$ cat src/rtl/sob_stream_gen.sv
// Stochastic number generator: turns a WIDTH-bit value into a 2^WIDTH-bit unipolar stream.
// Optional macro SNG_LFSR_EN replaces the ramp random source with a de Bruijn LFSR.
module sob_stream_gen #(
  parameter int WIDTH = 5,
  parameter int SEED  = 1
) (
  input  logic             clk,
  input  logic             rst,
  input  logic [WIDTH-1:0] value_in,
  input  logic             value_valid,
  output logic             value_ready,
  output logic             stream_out,
  output logic [WIDTH-1:0] counter_sob,
  output logic             enable,
  output logic             period_done
);

  localparam logic [WIDTH-1:0] CNT_MAX = '1;

  typedef enum logic {IDLE = 1'b0, RUN = 1'b1} state_t;

  state_t           state, state_nxt;
  logic [WIDTH-1:0] value_q, value_nxt;
  logic [WIDTH-1:0] cnt_nxt, r_nxt;
  logic             enable_nxt, done_nxt, stream_nxt;
  logic             last_bit, accept, advance;

  assign last_bit    = (state == RUN) && (counter_sob == CNT_MAX);
  assign value_ready = (state == IDLE) || last_bit;
  assign accept      = value_valid && value_ready;
  assign advance     = (state == RUN) && !last_bit;

`ifdef SNG_LFSR_EN
  localparam logic [7:0] TAPS8 =
      (WIDTH == 3) ? 8'b0000_0110 :
      (WIDTH == 4) ? 8'b0000_1100 :
      (WIDTH == 5) ? 8'b0001_0100 :
      (WIDTH == 6) ? 8'b0011_0000 :
      (WIDTH == 7) ? 8'b0110_0000 : 8'b1011_1000;
  localparam logic [WIDTH-1:0] TAPS   = TAPS8[WIDTH-1:0];
  localparam logic [WIDTH-1:0] SEED_W = SEED[WIDTH-1:0];

  logic [WIDTH-1:0] lfsr_q, lfsr_nxt;

  // Zero-state insertion stretches the maximal-length cycle to all 2^WIDTH states.
  function automatic logic [WIDTH-1:0] lfsr_step(input logic [WIDTH-1:0] s);
    logic fb;
    fb = (^(s & TAPS)) ^ (s[WIDTH-2:0] == '0);
    return {s[WIDTH-2:0], fb};
  endfunction

  always_comb begin
    lfsr_nxt = lfsr_q;
    if (accept)       lfsr_nxt = SEED_W;
    else if (advance) lfsr_nxt = lfsr_step(lfsr_q);
  end

  always_ff @(posedge clk or negedge rst) begin
    if (!rst) lfsr_q <= SEED_W;
    else      lfsr_q <= lfsr_nxt;
  end

  assign r_nxt = lfsr_nxt;
`else
  logic unused_seed;
  assign unused_seed = ^SEED;
  assign r_nxt       = cnt_nxt;
`endif

  always_ff @(posedge clk or negedge rst) begin
    if (!rst) state <= IDLE;
    else      state <= state_nxt;
  end

  always_comb begin
    state_nxt = state;
    case (state)
      IDLE:    if (accept) state_nxt = RUN;
      RUN:     if (last_bit && !accept) state_nxt = IDLE;
      default: state_nxt = IDLE;
    endcase
  end

  // Next-cycle view of the registered outputs; an accept always restarts at index 0.
  always_comb begin
    value_nxt  = value_q;
    cnt_nxt    = '0;
    enable_nxt = 1'b0;
    done_nxt   = 1'b0;
    if (accept) begin
      value_nxt  = value_in;
      enable_nxt = 1'b1;
    end else if (advance) begin
      cnt_nxt    = counter_sob + 1'b1;
      enable_nxt = 1'b1;
      done_nxt   = (cnt_nxt == CNT_MAX);
    end
  end

  assign stream_nxt = enable_nxt && (r_nxt < value_nxt);

  always_ff @(posedge clk or negedge rst) begin
    if (!rst) begin
      value_q     <= '0;
      counter_sob <= '0;
      enable      <= 1'b0;
      period_done <= 1'b0;
      stream_out  <= 1'b0;
    end else begin
      value_q     <= value_nxt;
      counter_sob <= cnt_nxt;
      enable      <= enable_nxt;
      period_done <= done_nxt;
      stream_out  <= stream_nxt;
    end
  end

endmodule

$ cat config.mk
export PLATFORM = sky130hd
export DESIGN_NAME = sob_stream_gen
export DESIGN_NICKNAME = d
export VERILOG_FILES = /design/src/rtl/sob_stream_gen.sv
export SDC_FILE = /design/constraint.sdc
export NUM_CORES = 1
export LEC_CHECK = 0
export ABC_CLOCK_PERIOD_IN_PS = 2200
export BUFFER_PORTS_ARGS = -buffer_cell sky130_fd_sc_hd__buf_2
export CAP_MARGIN = 40
export CORE_ASPECT_RATIO = 1.4
export CORE_MARGIN = 1.5
export CORE_UTILIZATION = 40
export CTS_CLUSTER_SIZE = 8
export DETAILED_ROUTE_END_ITERATION = 7
export PLACE_DENSITY = 0.61
export SLEW_MARGIN = 30
export SYNTH_ARGS = -nofsm -noshare
export SYNTH_HDL_FRONTEND = slang
export SYNTH_SLANG_ARGS = --single-unit
$ cat constraint.sdc
create_clock -name clk -period 2.2 [get_ports clk]
set_input_delay 0.44 -clock clk [delete_from_list [all_inputs] [get_ports clk]]
set_output_delay 0.44 -clock clk [all_outputs]
set_load 0.01 [all_outputs]
==> impl_metrics.env <==
export IMPL_startpoint_type="flop"
export IMPL_rsz0062_at_grt="true"
export IMPL_finalSetupViolCount=0
export IMPL_ys_top_cells_by_area="dfrtp_1 48%, mux2_4 12%, ha_1 12%"
export IMPL_synth_area_per_cell_sq_um=13.2
export IMPL_clk_latency_ps=270
export IMPL_synth_cells=56
export IMPL_first_iter_violations=6
export IMPL_ir_worst_vdd_mv=0.700
export IMPL_gp_congestion=0.783
export IMPL_clk_pin_slew_ps=80
export IMPL_yosysSeqAreaShare_pct=47.5
export IMPL_grt_max_degree=15
export IMPL_clk_path_buf_depth=2
export IMPL_antenna_found_initial=0
export IMPL_final_nets=101
export IMPL_relSlewSlack_pct=79.3
export IMPL_dieWidth_um=39.3
export IMPL_totalWireLength_mm=1.37
export IMPL_path_class="flop to flop"
export IMPL_overflow=0
export IMPL_num_vias=529
export IMPL_area_growth_syn_to_layout_pct=35.0
export IMPL_worstPathRequired_ps=2400
export IMPL_finalMaxSlewViolations=0
export IMPL_diodes=0
export IMPL_power_density_nw_per_um2=1320
export IMPL_synth_most_common_cell="dfrtp_1"
export IMPL_synth_main_ff_cell="dfrtp_1"
export IMPL_first_pass_iters=3
export IMPL_cts_tree="yes"
export IMPL_rows=18
export IMPL_htreeDepth=1
export IMPL_hp_class="input pin to asynchronous set/reset pin"
export IMPL_ys_warn_count=0
export IMPL_period_share_pct=98.1
export IMPL_fp_coreArea_sq_um=1760
export IMPL_crit_fanout=6
export IMPL_grt_pass1_vias=551
export IMPL_fp_dieH_um=53.8
export IMPL_synthTopCellsByCount="14 x dfrtp_1, 7 x ha_1, 6 x mux2_4"
export IMPL_numCtsBuffers=3
export IMPL_drv_cap=0
export IMPL_worst_hold_slack_ps=51.5
export IMPL_ioPinCount=17
export IMPL_critPathArrivalTime_ps=2360
export IMPL_synth_distinct_cells=22
export IMPL_ant_nets=0
export IMPL_numPortBuffers=16
export IMPL_synth_top_area_share_pct=47.5
export IMPL_initial_core_util_pct=42.0
export IMPL_die_area_sq_um=2110
export IMPL_layout_drive_gt1_share_pct=58.8
export IMPL_synth_edff_count=0
export IMPL_fin_crit_ps=2160
export IMPL_synth_seq_cells=14
export IMPL_clockRootBuffer="clkbuf_4"
export IMPL_fmax_mhz=463
export IMPL_leakage_nw=0.489
export IMPL_place_hpwl_mm=1.08
export IMPL_synth_net_count=71
export IMPL_syn_area_sq_um=737
export IMPL_vias_per_cell=5.04
export IMPL_cp_end_kind="flop"
export IMPL_hold_violations=0
export IMPL_track_usage_pct=16.3
export IMPL_grt_pass1_wl_mm=2.30
export IMPL_wl_per_cell_um=13.1
export IMPL_fin_cells=105
export IMPL_async_flop_share_pct=100
export IMPL_cts_hold_buf=0
export IMPL_yosys_area_top_type="dfrtp_1"
export IMPL_drc=0
export IMPL_worst_clock_skew_ps=4.26
export IMPL_dp_cells=98
export IMPL_outcome="complete, no violations"
export IMPL_clkSinkCount=14
export IMPL_tightest_slew_ps=311
==> flip-flops by register name, indices dropped and copies added, names as in the netlist <==
name / count
enable: 1
stream_out: 1
value_q: 5
state: 1
counter_sob: 5
period_done: 1
==> logic make-up after synthesis <==
logic type	Yosys count	synth area share [%]
AND/OR/NAND/NOR	16	13.9
AO/OA/AOI/OAI	5	4.92
adder cells (fa/ha/maj)	7	11.9
multiplexers	10	17.7
XOR/XNOR	2	2.38
flip-flops	14	47.5
buffers and inverters	2	1.70
==> layer usage <==
layer  up-vias  part of all wire, %  track usage (%)
li1        257                    -                -
met1       262                   39             17.6
met2         8                   57             30.3
met3         2                  3.2             2.48
met4         0                  1.2             6.90
met5         -                    0                0
==> critical path, stage by stage (launching register included) <==
cell      delay [ps]
dfrtp_2          430
ha_4             160
and3_4           180
ha_4             160
nor2b_4          150
inv_6             60
nand2_8           80
mux2i_2          220
ha_1             280
a21oi_1          160
o221ai_2         110
a21oi_2          100
==> area by class of cell <==
type	count	area, sq um
sequential	14	353
tap	20	25.0
fill	164	762
inverter	2	12.5
clock buffer	4	26.3
timing repair buffer	25	148
multi-input combinational	40	430
==> per-stage QoR <==
stage / instance area [sq um] / total power, mW / utilization (%) / setup TNS (ps) / setup slack (ps)
after floorplan: 761 / 0.865 / - / 0 / 4.71
final: 995 / 1.31 / 56.6 / 0 / 41.5
after CTS: 988 / 1.31 / 56.3 / 0 / 13.7
after global routing: 995 / 1.45 / 56.6 / -83.8 / -78.8
after detailed placement: 911 / 1.08 / 51.9 / -13.6 / -13.6
after global placement: 911 / 1.07 / 51.9 / 0 / 42.0
==> timing repair <==
action,4_1_cts,5_1_grt
resized for setup,5,2
endpoints found under the setup margin,1,2
gates cloned,0,0
buffers inserted,3,0
pin swaps,4,5
==> cell usage in the layout (no fill, tap or decap) <==
| cell | count |
|---|---|
| inv_1 | 1 |
| nand2_2 | 2 |
| clkbuf_4 | 3 |
| nand3_1 | 2 |
| a21oi_2 | 2 |
| clkbuf_1 | 1 |
| a311oi_2 | 1 |
| mux2i_1 | 2 |
| o221ai_2 | 1 |
| a21oi_1 | 1 |
| nor2b_4 | 1 |
| mux2_4 | 6 |
| inv_6 | 1 |
| dfrtp_1 | 12 |
| xor2_1 | 1 |
| dfrtp_2 | 2 |
| buf_4 | 9 |
| buf_2 | 16 |
| nor3_1 | 1 |
| and3_4 | 1 |
| xnor2_1 | 1 |
| ha_4 | 2 |
| ha_1 | 5 |
| nand2b_1 | 2 |
| nand2_8 | 1 |
| and2_1 | 1 |
| mux2i_2 | 2 |
| nand2_1 | 1 |
| nor2_1 | 4 |
==> where the power goes <==
part,leakage [nW],switching [mW],internal [mW]
clock,0.0150,0.0739,0.0700
sequential,0.162,0.0658,0.354
combinational,0.311,0.374,0.374
==> worst paths after layout <==
| check | startpoint | end | slack (ps) | cells past startpoint |
|---|---|---|---|---|
| max in group asynchronous | rst | counter_sob[0]$_DFF_PN0_ | 1900 | 1 |
| min in group clk | value_in[0] | value_q[0]$_DFF_PN0_ | 420 | 2 |
| worst max register to register | counter_sob[0]$_DFF_PN0_ | stream_out$_DFF_PN0_ | 40 | 11 |
| worst min register to register | value_q[1]$_DFF_PN0_ | value_q[1]$_DFF_PN0_ | 520 | 1 |
| worst max-delay path | counter_sob[0]$_DFF_PN0_ | stream_out$_DFF_PN0_ | 40 | 11 |
| worst min-delay path | rst | counter_sob[2]$_DFF_PN0_ | 50 | 1 |
Note: power is estimated with default switching activity, not from simulation.
